**config.mk**
```make
export PLATFORM = sky130hd
export DESIGN_NAME = peripheral_counter_core
export DESIGN_NICKNAME = d
export VERILOG_FILES = /design/src/rtl/peripheral_counter_pkg.sv /design/src/rtl/peripheral_counter_prescaler.sv /design/src/rtl/peripheral_counter_core.sv
export SDC_FILE = /design/constraint.sdc
export NUM_CORES = 1
export LEC_CHECK = 0
export BUFFER_PORTS_ARGS = -buffer_cell sky130_fd_sc_hd__buf_4
export CAP_MARGIN = 20
export CORE_AREA = 2 2 85 87
export CTS_CLUSTER_SIZE = 28
export DETAILED_ROUTE_END_ITERATION = 8
export DIE_AREA = 0 0 87 89
export GPL_ROUTABILITY_DRIVEN = 0
export HOLD_SLACK_MARGIN = 0.06
export PLACE_DENSITY = 0.75
export SYNTH_ARGS = -nofsm -noshare
export SYNTH_HDL_FRONTEND = slang
export SYNTH_HIERARCHICAL = 1
export SYNTH_SLANG_ARGS = --single-unit
```
**constraint.sdc**
```tcl
create_clock -name clk -period 3.45 [get_ports clk]
set_input_delay 0.69 -clock clk [delete_from_list [all_inputs] [get_ports clk]]
set_output_delay 0.69 -clock clk [all_outputs]
set_load 0.03 [all_outputs]
```
**src/rtl/peripheral_counter_pkg.sv**
```systemverilog
// Shared constants and config-register layout for the counter peripheral.
package peripheral_counter_pkg;

  localparam int unsigned COUNT_W_DEFAULT      = 32;
  localparam int unsigned LT_THRESHOLD_DEFAULT = 1000;

  localparam logic DIR_UP   = 1'b0;
  localparam logic DIR_DOWN = 1'b1;

  typedef struct packed {
    logic en;
    logic dir;
    logic ire;
  } counter_cfg_t;

endpackage

```
**src/rtl/peripheral_counter_prescaler.sv**
```systemverilog
// Divides the enabled clock by PRESCALE; tick marks the last cycle of each period.
module peripheral_counter_prescaler #(
  parameter int unsigned PRESCALE = 1
) (
  input  logic clk,
  input  logic reset,
  input  logic en,
  input  logic clr,
  output logic tick
);

  localparam int unsigned   PW   = (PRESCALE > 1) ? $clog2(PRESCALE) : 1;
  localparam logic [PW-1:0] LAST = PW'(PRESCALE - 1);

  logic [PW-1:0] cnt_q, cnt_d;

  // tick ignores clr: a same-edge write may still consume or override this step
  assign tick = en && (cnt_q == LAST);

  always_comb begin
    cnt_d = cnt_q + PW'(1);
    if (!en || clr || tick) cnt_d = '0;
  end

  always_ff @(posedge clk or negedge reset) begin
    if (!reset) cnt_q <= '0;
    else        cnt_q <= cnt_d;
  end

endmodule

```
**src/rtl/peripheral_counter_core.sv**
```systemverilog
// Register-side responder: count/config/pending registers, prescaled up/down
// counter, below-threshold status and wrap interrupt.
module peripheral_counter_core
  import peripheral_counter_pkg::*;
#(
  parameter int unsigned COUNT_W      = COUNT_W_DEFAULT,
  parameter int unsigned PRESCALE     = 1,
  parameter int unsigned LT_THRESHOLD = LT_THRESHOLD_DEFAULT
) (
  input  logic               clk,
  input  logic               reset,
  input  logic               count_we,
  input  logic               count_config_we,
  input  logic [COUNT_W-1:0] count_in,
  input  logic               count_en_in,
  input  logic               count_dir_in,
  input  logic               count_ire_in,
  output logic [COUNT_W-1:0] count_out,
  output logic               count_en_out,
  output logic               count_dir_out,
  output logic               count_ire_out,
  output logic               count_lt_1k_out,
  output logic               irq_out
);

  localparam logic [63:0] THR = 64'(LT_THRESHOLD);

  logic [COUNT_W-1:0] count_q, count_d;
  counter_cfg_t       cfg_q, cfg_d;
  logic               wrap_q, wrap_d;
  logic               tick;

  peripheral_counter_prescaler #(.PRESCALE(PRESCALE)) u_presc (
    .clk   (clk),
    .reset (reset),
    .en    (cfg_q.en),
    .clr   (count_we || count_config_we),
    .tick  (tick)
  );

  always_comb begin
    count_d = count_q;
    cfg_d   = cfg_q;
    wrap_d  = wrap_q;
    if (tick) begin
      if (cfg_q.dir == DIR_UP) begin
        count_d = count_q + COUNT_W'(1);
        if (&count_q) wrap_d = 1'b1;
      end else begin
        count_d = count_q - COUNT_W'(1);
        if (~|count_q) wrap_d = 1'b1;
      end
    end
    // host write wins over a coincident step and drops any pending wrap
    if (count_we) begin
      count_d = count_in;
      wrap_d  = 1'b0;
    end
    if (count_config_we) begin
      cfg_d.en  = count_en_in;
      cfg_d.dir = count_dir_in;
      cfg_d.ire = count_ire_in;
    end
  end

  always_ff @(posedge clk or negedge reset) begin
    if (!reset) begin
      count_q <= '0;
      cfg_q   <= '0;
      wrap_q  <= 1'b0;
    end else begin
      count_q <= count_d;
      cfg_q   <= cfg_d;
      wrap_q  <= wrap_d;
    end
  end

  assign count_out       = count_q;
  assign count_en_out    = cfg_q.en;
  assign count_dir_out   = cfg_q.dir;
  assign count_ire_out   = cfg_q.ire;
  assign count_lt_1k_out = (64'(count_q) < THR);
  assign irq_out         = wrap_q & cfg_q.ire;

endmodule

```
==> impl_metrics.py, run 1 <==
metrics = {
    "run_status": {
        "outcome": "finished clean",
    },
    "floorplanning": {
        "design.core.area_mm2": 0.00672,
        "floorplan_row_count": 30,
        "io_pins": 76,
        "chipWidth_um": 87,
        "floorplan.die.height_um": 89,
        "die-area_mm2": 0.00774,
        "start_util_pct": 50.9,
    },
    "drt": {
        "detailroute.via_count": 3321,
        "drc_errors": 0,
        "wirelength_um": 8920,
        "firstDrtPassIters": 4,
        "routed_wire_length_per_instance_um": 16.4,
        "final_antenna_net_count": 0,
        "drt-initial-drc-count": 161,
        "drt-vias-per-instance": 6.09,
    },
    "global_routing": {
        "grt_first_pass_wirelength_um": 15500,
        "largest_net_degree_at_the_start_of_global_routing": 64,
        "gr_ovfl_total": 0,
        "vias_in_the_first_global_route": 3281,
        "global_route.usage.total_pct": 24.9,
        "grt_antenna_before_repair": 0,
    },
    "final_layout": {
        "antenna_cells": 0,
        "final_net_count": 534,
        "drive_gt1_share_pct": 24.3,
        "layout-area-overhead-vs-synth_pct": 20.4,
    },
    "cts": {
        "clock_sinks": 37,
        "cts-root-buf": "sky130_fd_sc_hd__clkbuf_8",
        "htreeDepth": 2,
        "clk_pin_slew_ps": 70,
        "cts_tree": "built",
        "max-clock-path-buffers": 2,
        "post-cts-setup-buffer-count": 0,
        "cts_hold_buf": 0,
        "cts_buffers": 5,
        "ctsResizeCount": 0,
        "clock_insertion_delay_worst_skew_ps": 300,
    },
    "sta": {
        "timing.final.max_slew_violations": 0,
        "final-setup-viol-count": 0,
        "skew_ps": 6.10,
        "final.period_utilization_pct": 92.0,
        "worst_pin_slew_ps": 857,
        "fmax_mhz": 315,
        "setup_ws_ps": 276,
        "rsz0062_at_grt": "false",
        "timing.slew.headroom_pct": 42.7,
        "fin_hold_viols": 0,
        "post-route-min-period_ps": 3170,
        "fin_worst_hold_slack_ps": 342,
        "timing.setup.tns_ps": 0,
    },
    "power": {
        "switching_power_mw": 0.994,
        "power.combinational.fraction_pct": 57.5,
        "swShare_pct": 46.0,
        "internal_power_mw": 1.17,
        "power_frac_clock_pct": 14.1,
        "seq_power_share_pct": 28.4,
        "static-leakage-power_nw": 1.86,
        "ir_drop_uv": 260,
        "powerDensity_mw_per_mm2": 525,
    },
    "critical_path": {
        "rr_startpoint": "count_dir_out",
        "critical_path.endpoint_type": "register",
        "critical_setup_path_kind": "register to register",
        "worst_setup_path_startpoint": "count_dir_out",
        "critical_path_required_ps": 3640,
        "start_kind": "register",
        "critical_path_arrival_ps": 3360,
        "critical_path_peak_fanout": 20,
    },
    "hold_path": {
        "hp-class": "primary input to asynchronous set/reset pin",
    },
    "synthesis": {
        "synth.net_count": 465,
        "syn_avg_cell_area_um2": 8.66,
        "synth_area_mm2": 0.00342,
        "netlist_instances": 395,
        "yosys_warnings": 6,
    },
    "placement": {
        "io_buffers": 75,
        "post_placement_setup_slack_ps": 323,
        "dp.final_hpwl_um": 6840,
    },
    "job": {
        "max_cap_violations": 0,
    },
}
-- layout make-up --
type	instances	area, um2
fillers	616	2600
multi-input cells	329	2370
flip-flops and latches	37	926
repair buffers	78	586
well taps	80	100
clock buffers	6	72.6
inverters	13	48.8
clock inverters	2	10.0
-- power groups by stage --
stage | clock (mW) | combinational [mW] | sequential [mW]
after floorplan | 0 | 0.806 | 0.713
after global placement | 0 | 1.21 | 0.620
after detailed placement | 0 | 1.23 | 0.622
after CTS | 0.316 | 1.24 | 0.613
after global routing | 0.334 | 1.37 | 0.626
final | 0.305 | 1.24 | 0.615
-- through the flow --
step | util (%) | std cells | cell area [um2] | total power [mW]
floorplan | - | 395 | 3420 | 1.52
global placement | 60.1 | 537 | 4040 | 1.83
detailed placement | 60.1 | 537 | 4040 | 1.85
CTS | 61.3 | 545 | 4120 | 2.17
global route | 61.3 | 545 | 4120 | 2.33
finish | 61.3 | 545 | 4120 | 2.16
-- critical path, stage by stage, from the launching register on --
cell	delay, ps
sky130_fd_sc_hd__dfrtp_1	830
sky130_fd_sc_hd__ha_1	510
sky130_fd_sc_hd__a21oi_2	220
sky130_fd_sc_hd__a21oi_1	90
sky130_fd_sc_hd__o311ai_2	280
sky130_fd_sc_hd__o311a_4	290
sky130_fd_sc_hd__nand3_2	80
sky130_fd_sc_hd__a211oi_2	210
sky130_fd_sc_hd__xnor2_1	160
sky130_fd_sc_hd__a21oi_1	90
sky130_fd_sc_hd__o31a_1	310
-- state kept, by name, indices dropped and copies added (netlist names) --
name           flops
count_dir_out      1
count_en_out       1
count_ire_out      1
count_out         32
u_presc/cnt_q      1
wrap_q             1
-- metal layers --
layer,wire length [um],vias to the layer above,global-route usage (%)
met3,411,18,3.05
li1,-,1620,-
met4,143,0,6.96
met5,0,-,0
met2,4230,103,42.1
met1,4140,1580,33.6
-- placed cells by master, fill, tap and decap left out, types with 3 or more instances in the layout --
| cell type | n |
|---|---|
| sky130_fd_sc_hd__xor2_1 | 11 |
| sky130_fd_sc_hd__inv_1 | 13 |
| sky130_fd_sc_hd__a21oi_2 | 5 |
| sky130_fd_sc_hd__nor2b_1 | 7 |
| sky130_fd_sc_hd__ha_1 | 30 |
| sky130_fd_sc_hd__nor4_1 | 9 |
| sky130_fd_sc_hd__a211oi_2 | 4 |
| sky130_fd_sc_hd__o21ai_1 | 7 |
| sky130_fd_sc_hd__a31oi_1 | 4 |
| sky130_fd_sc_hd__a211oi_1 | 6 |
| sky130_fd_sc_hd__mux2_2 | 3 |
| sky130_fd_sc_hd__and3_1 | 3 |
| sky130_fd_sc_hd__clkbuf_8 | 5 |
| sky130_fd_sc_hd__a22oi_1 | 4 |
| sky130_fd_sc_hd__nand2b_1 | 3 |
| sky130_fd_sc_hd__a21oi_1 | 29 |
| sky130_fd_sc_hd__mux2i_1 | 19 |
| sky130_fd_sc_hd__nand4_1 | 13 |
| sky130_fd_sc_hd__xnor2_1 | 17 |
| sky130_fd_sc_hd__buf_4 | 78 |
| sky130_fd_sc_hd__nor2_1 | 13 |
| sky130_fd_sc_hd__nand2_1 | 42 |
| sky130_fd_sc_hd__a21o_1 | 10 |
| sky130_fd_sc_hd__dfrtp_1 | 37 |
| sky130_fd_sc_hd__nand3_1 | 9 |
| sky130_fd_sc_hd__o21ai_0 | 36 |
-- worst paths after layout --
check                                 to  slack, ps  cells after the start
setup reg to reg           count_out[31]        280                     10
hold / removal             u_presc/cnt_q        340                      1
min in group clk                  wrap_q        510                      2
max in group asynchronous  count_out[15]       2760                      1
setup / recovery           count_out[31]        280                     10
hold reg to reg                   wrap_q        510                      2
Power figures use the tool's default switching activity.
==> run 2, diff against run 1 <==
--- a/config.mk
+++ b/config.mk
@@ -7,13 +7,13 @@
 export LEC_CHECK = 0
 export BUFFER_PORTS_ARGS = -buffer_cell sky130_fd_sc_hd__buf_4
 export CAP_MARGIN = 20
-export CORE_AREA = 2 2 85 87
+export CORE_AREA = 2 2 110 112
 export CTS_CLUSTER_SIZE = 28
 export DETAILED_ROUTE_END_ITERATION = 8
-export DIE_AREA = 0 0 87 89
+export DIE_AREA = 0 0 112 114
 export GPL_ROUTABILITY_DRIVEN = 0
 export HOLD_SLACK_MARGIN = 0.06
-export PLACE_DENSITY = 0.75
+export PLACE_DENSITY_LB_ADDON = 0.3
 export SYNTH_ARGS = -nofsm -noshare
 export SYNTH_HDL_FRONTEND = slang
 export SYNTH_HIERARCHICAL = 1
==> constraint.sdc (replaced) <==
create_clock -name clk -period 3.45 [get_ports clk]
set_input_delay 0.69 -clock clk [delete_from_list [all_inputs] [get_ports clk]]
set_output_delay 0.69 -clock clk [all_outputs]
set_load 0.01 [all_outputs]
==> run 2 against run 1 <==
Sequential share of layout area fell by 0.84 points. Clock skew rose by 1.6 ps. Sequential power barely moved. Fmax rose by 1.4%. Clock power rose by 59%. Flip-flop and latch count did not move. Power rose by 3.9%. Worst setup slack improved by 44 ps. Register-to-register slack improved by 40 ps. Largest cell class unchanged.
==> impl_metrics.py, run 2 (same netlist as run 1, synthesis figures left out) <==
metrics = {
    "final_layout": {
        "footprint_of_the_multi_input_gates_mm2": 0.00237,
        "largest_register_ff_count": 32,
        "antenna_cells": 0,
        "most-common-layout-cells": "sky130_fd_sc_hd__buf_4, sky130_fd_sc_hd__nand2_1, sky130_fd_sc_hd__dfrtp_1",
        "post-route-util_pct": 36.5,
        "drive_gt1_share_pct": 24.7,
        "filler_cell_count": 1233,
        "layout-area-overhead-vs-synth_pct": 25.1,
        "ff_latch_area_um2": 926,
        "final_net_count": 535,
        "final_common_cell": "sky130_fd_sc_hd__buf_4",
    },
    "cts": {
        "ctsResizeCount": 0,
        "post-cts-setup-buffer-count": 0,
        "htreeDepth": 2,
        "cts_hold_buf": 0,
        "max-clock-path-buffers": 2,
        "cts_tree": "built",
        "cts_buffers": 5,
        "clock_insertion_delay_worst_skew_ps": 290,
        "clk_pin_slew_ps": 70,
        "cts-root-buf": "sky130_fd_sc_hd__clkbuf_16",
        "clock_sinks": 37,
    },
    "drt": {
        "wirelength_um": 9760,
        "detailroute.via_count": 3250,
        "firstDrtPassIters": 4,
        "drt-initial-drc-count": 165,
        "drt-vias-per-instance": 5.30,
        "final_antenna_net_count": 0,
        "drc_errors": 0,
        "routed_wire_length_per_instance_um": 15.9,
    },
    "critical_path": {
        "critical_path_peak_fanout": 19,
        "critical_path.endpoint_type": "register",
        "critical_path_required_ps": 3630,
        "timing.critical_path.buf_inv": 2,
        "worst_setup_path_startpoint": "count_dir_out",
        "cpPeakStageDelay_ps": 790,
        "critical_setup_path_kind": "register to register",
        "crit_top_cell": "sky130_fd_sc_hd__a21oi_1",
        "rr_startpoint": "count_dir_out",
        "start_kind": "register",
        "crit_path_cell_trace": "buf_4 -> ha_1 -> a21oi_1 -> inv_1 -> a31oi_1 -> or3_1 -> nor2_1 -> a211oi_2 -> xnor2_1 -> a21oi_1 -> o31a_1",
        "category_of_cells_accounting_for_the_largest_share_of_critical_path_delay": "compound AO/OA/AOI/OAI gates",
        "cp_slowest_cell": "sky130_fd_sc_hd__dfrtp_1",
        "critical_path_arrival_ps": 3310,
    },
    "sta": {
        "timing.slew.headroom_pct": 53.8,
        "final.period_utilization_pct": 90.7,
        "rsz0062_at_grt": "false",
        "worst_pin_slew_ps": 694,
        "final-setup-viol-count": 0,
        "timing.setup.tns_ps": 0,
        "fmax_mhz": 320,
        "post-route-min-period_ps": 3130,
        "timing.final.max_slew_violations": 0,
        "skew_ps": 7.74,
        "fin_hold_viols": 0,
    },
    "floorplanning": {
        "design.core.area_mm2": 0.0117,
        "floorplan_row_count": 40,
        "start_util_pct": 29.2,
        "die-area_mm2": 0.0128,
        "io_pins": 76,
        "floorplan.die.height_um": 114,
        "chipWidth_um": 112,
    },
    "global_routing": {
        "vias_in_the_first_global_route": 3354,
        "global_route.usage.total_pct": 15.7,
        "grt_antenna_before_repair": 0,
        "gr_ovfl_total": 0,
        "grt_first_pass_wirelength_um": 16400,
        "largest_net_degree_at_the_start_of_global_routing": 64,
    },
    "hold_path": {
        "hp-class": "primary input to asynchronous set/reset pin",
    },
    "placement": {
        "io_buffers": 75,
        "dp.final_hpwl_um": 7560,
    },
    "job": {
        "max_cap_violations": 0,
    },
    "run_status": {
        "outcome": "finished clean",
    },
    "power": {
        "static-leakage-power_nw": 1.89,
        "ir_drop_uv": 222,
        "powerDensity_mw_per_mm2": 525,
    },
}
-- run 2: changes by cell type in the layout (fill, tap and decap cells not counted) --
cell / delta
sky130_fd_sc_hd__clkbuf_8: -5
sky130_fd_sc_hd__clkinv_2: -2
sky130_fd_sc_hd__clkbuf_1: -1
sky130_fd_sc_hd__clkbuf_16: +5
sky130_fd_sc_hd__clkinvlp_4: +1
sky130_fd_sc_hd__buf_4: +1
sky130_fd_sc_hd__inv_6: +2
-- run 2: layout make-up --
type | instances | area share, %
inverters | 13 | 1.14
repair buffers | 79 | 13.9
flip-flops and latches | 37 | 21.7
clock inverters | 3 | 0.585
multi-input cells | 329 | 55.5
well taps | 147 | 4.30
clock buffers | 5 | 2.93
-- run 2: stage by stage --
stage	hold slack, ps	power (mW)	setup WS [ps]	std cells	cell area (um2)
2_1_floorplan	394	1.42	343	395	3420
4_1_cts	382	2.26	305	613	4280
3_5_place_dp	521	1.77	316	605	4130
6_report	360	2.25	321	613	4280
3_3_place_gp	511	1.75	429	605	4130
5_1_grt	412	2.41	25.9	613	4280
-- run 2: layer usage --
| metal | track usage, % | up-vias | part of all wire, % |
|---|---|---|---|
| li1 | - | 1619 | - |
| met1 | 20.8 | 1557 | 47 |
| met2 | 26.7 | 61 | 47 |
| met3 | 2.28 | 13 | 3.3 |
| met4 | 4.96 | 0 | 1.9 |
| met5 | 0 | - | 0 |
-- run 2: power breakdown --
part / internal (mW) / switching (mW) / leakage, nW
combinational: 0.528 / 0.620 / 1.37
sequential: 0.497 / 0.117 / 0.445
clock: 0.273 / 0.211 / 0.0708
-- run 2: path summary, 6_finish.rpt --
check                                endpoint  slack (ps)  depth (start not counted)
worst max-delay path            count_out[31]         320                         11
worst min-delay path            count_ire_out         360                          1
worst max register to register  count_out[31]         320                         11
worst min register to register         wrap_q         530                          2
max in group asynchronous       count_out[20]        2740                          1
min in group clk                       wrap_q         530                          2
==> run 3, diff against run 2 <==
--- a/config.mk
+++ b/config.mk
@@ -7,11 +7,12 @@
 export LEC_CHECK = 0
 export BUFFER_PORTS_ARGS = -buffer_cell sky130_fd_sc_hd__buf_4
 export CAP_MARGIN = 20
-export CORE_AREA = 2 2 110 112
+export CORE_AREA = 2 2 99 125
 export CTS_CLUSTER_SIZE = 28
 export DETAILED_ROUTE_END_ITERATION = 8
-export DIE_AREA = 0 0 112 114
+export DIE_AREA = 0 0 101 127
 export GPL_ROUTABILITY_DRIVEN = 0
+export GPL_TIMING_DRIVEN = 0
 export HOLD_SLACK_MARGIN = 0.06
 export PLACE_DENSITY_LB_ADDON = 0.3
 export SYNTH_ARGS = -nofsm -noshare
==> constraint.sdc (replaced) <==
create_clock -name clk -period 3.55 [get_ports clk]
set_input_delay 0.71 -clock clk [delete_from_list [all_inputs] [get_ports clk]]
set_output_delay 0.71 -clock clk [all_outputs]
set_load 0.01 [all_outputs]
==> run 3 against run 2 <==
Die area rose by 0.46%. Hold slack improved by 29 ps. Worst setup slack better by 23 ps. Clock-buffer cell count unchanged.
==> impl_metrics.py, run 3 (same netlist as run 1, synthesis figures left out) <==
metrics = {
    "cts": {
        "clock_sinks": 37,
        "htreeDepth": 2,
        "cts_hold_buf": 0,
        "cts_buffers": 5,
        "max-clock-path-buffers": 2,
        "cts-root-buf": "sky130_fd_sc_hd__clkbuf_16",
        "cts_tree": "built",
        "clk_pin_slew_ps": 60,
        "ctsResizeCount": 0,
        "clock_insertion_delay_worst_skew_ps": 290,
        "post-cts-setup-buffer-count": 0,
    },
    "final_layout": {
        "final_common_cell": "sky130_fd_sc_hd__buf_4",
        "footprint_of_the_multi_input_gates_mm2": 0.00238,
        "layout-area-overhead-vs-synth_pct": 27.4,
        "fin_area_mm2": 0.00436,
        "largest_register_ff_count": 32,
        "filler_cell_count": 1204,
        "final_net_count": 547,
        "most-common-layout-cells": "sky130_fd_sc_hd__buf_4, sky130_fd_sc_hd__nand2_1, sky130_fd_sc_hd__dfrtp_1",
        "antenna_cells": 0,
        "layout.cells.non_filler": 616,
        "ff_latch_area_um2": 926,
        "drive_gt1_share_pct": 23.8,
    },
    "global_routing": {
        "vias_in_the_first_global_route": 3338,
        "grt_antenna_before_repair": 0,
        "gr_ovfl_total": 0,
        "grt_first_pass_wirelength_um": 17200,
        "largest_net_degree_at_the_start_of_global_routing": 38,
        "global_route.usage.total_pct": 16.8,
    },
    "critical_path": {
        "cp_slowest_cell": "sky130_fd_sc_hd__dfrtp_1",
        "cpPeakStageDelay_ps": 760,
        "category_of_cells_accounting_for_the_largest_share_of_critical_path_delay": "compound AO/OA/AOI/OAI gates",
        "worst_setup_path_startpoint": "count_dir_out",
        "critical_setup_path_kind": "register to register",
        "critical_path.endpoint_type": "register",
        "rr_startpoint": "count_dir_out",
        "critical_path_arrival_ps": 3380,
        "timing.critical_path.buf_inv": 1,
        "start_kind": "register",
        "crit_path_cell_trace": "buf_16 -> ha_1 -> o211ai_1 -> o211ai_2 -> a21oi_2 -> o311a_4 -> nand3_2 -> a211oi_2 -> xnor2_1 -> a21oi_1 -> o31a_1",
        "critical_path_required_ps": 3730,
        "critical_path_peak_fanout": 22,
    },
    "placement": {
        "numPlacedInstances": 608,
        "dp.final_hpwl_um": 8130,
        "io_buffers": 74,
        "dpl-instance-area_mm2": 0.00418,
    },
    "drt": {
        "drc_errors": 0,
        "drt-initial-drc-count": 160,
        "drt-vias-per-instance": 5.39,
        "routed_wire_length_per_instance_um": 17.2,
        "final_antenna_net_count": 0,
        "drt-met1-wl_um": 4590,
        "met2WireLength_um": 5270,
        "routed.top_layer": "met4",
        "firstDrtPassIters": 4,
        "wirelength_um": 10600,
        "detailroute.via_count": 3318,
        "met3_length_um": 476,
    },
    "sta": {
        "final.period_utilization_pct": 90.3,
        "timing.slew.headroom_pct": 42.7,
        "timing.setup.tns_ps": 0,
        "skew_ps": 8.31,
        "final-setup-viol-count": 0,
        "rsz0062_at_grt": "false",
        "fin_worst_hold_slack_ps": 389,
        "post-route-min-period_ps": 3210,
        "timing.final.max_slew_violations": 0,
        "fmax_mhz": 312,
        "fin_hold_viols": 0,
        "worst_pin_slew_ps": 859,
    },
    "floorplanning": {
        "floorplan.die.height_um": 127,
        "io_pins": 76,
        "design.core.area_mm2": 0.0116,
        "chipWidth_um": 101,
        "start_util_pct": 29.6,
        "floorplan_row_count": 44,
        "die-area_mm2": 0.0128,
    },
    "power": {
        "powerDensity_mw_per_mm2": 520,
        "static-leakage-power_nw": 1.92,
        "ir_drop_uv": 191,
    },
    "run_status": {
        "outcome": "finished clean",
    },
    "job": {
        "max_cap_violations": 0,
    },
    "hold_path": {
        "hp-class": "primary input to asynchronous set/reset pin",
    },
}
run 3: changes by cell type in the layout (fill, tap and decap cells not counted), sizes merged:
cell    before  now
buf         79   81
bufinv       0    1
clkbuf       5   15
clkinv       0    1
inv         15   13
run 3: cell type report:
class | count | share of cell area, %
clock buffer | 5 | 2.87
tap | 138 | 3.96
sequential | 37 | 21.3
inverter | 13 | 1.12
multi-input combinational | 329 | 54.7
clock inverter | 3 | 1.06
buffer | 16 | 1.61
timing repair buffer | 75 | 13.4
run 3: path summary, 6_finish.rpt:
path | slack (ps) | depth (start not counted) | to
worst max-delay path | 340 | 11 | count_out[31]
worst min-delay path | 390 | 1 | count_ire_out
worst max register to register | 340 | 11 | count_out[31]
worst min register to register | 530 | 2 | wrap_q
max in group asynchronous | 2800 | 1 | count_out[14]
min in group clk | 530 | 2 | wrap_q
run 3: layer usage:
layer | vias up | global-route usage [%]
li1 | 1646 | -
met1 | 1561 | 21.6
met2 | 91 | 28.9
met3 | 20 | 2.13
met4 | 0 | 5.72
met5 | - | 0
run 3: metrics by stage:
step,utilization [%],power [mW],setup slack (ps)
CTS,37.6,2.27,263
global route,37.7,2.42,53.7
detailed placement,36.1,1.73,287
global placement,35.9,1.71,-167
finish,37.7,2.27,344
floorplan,-,1.38,443
run 3: report_power, final:
group / internal, mW / switching [mW] / leakage, nW
logic: 0.521 / 0.615 / 1.39
registers: 0.483 / 0.118 / 0.445
clock network: 0.333 / 0.196 / 0.0800
total: 1.34 / 0.929 / 1.92
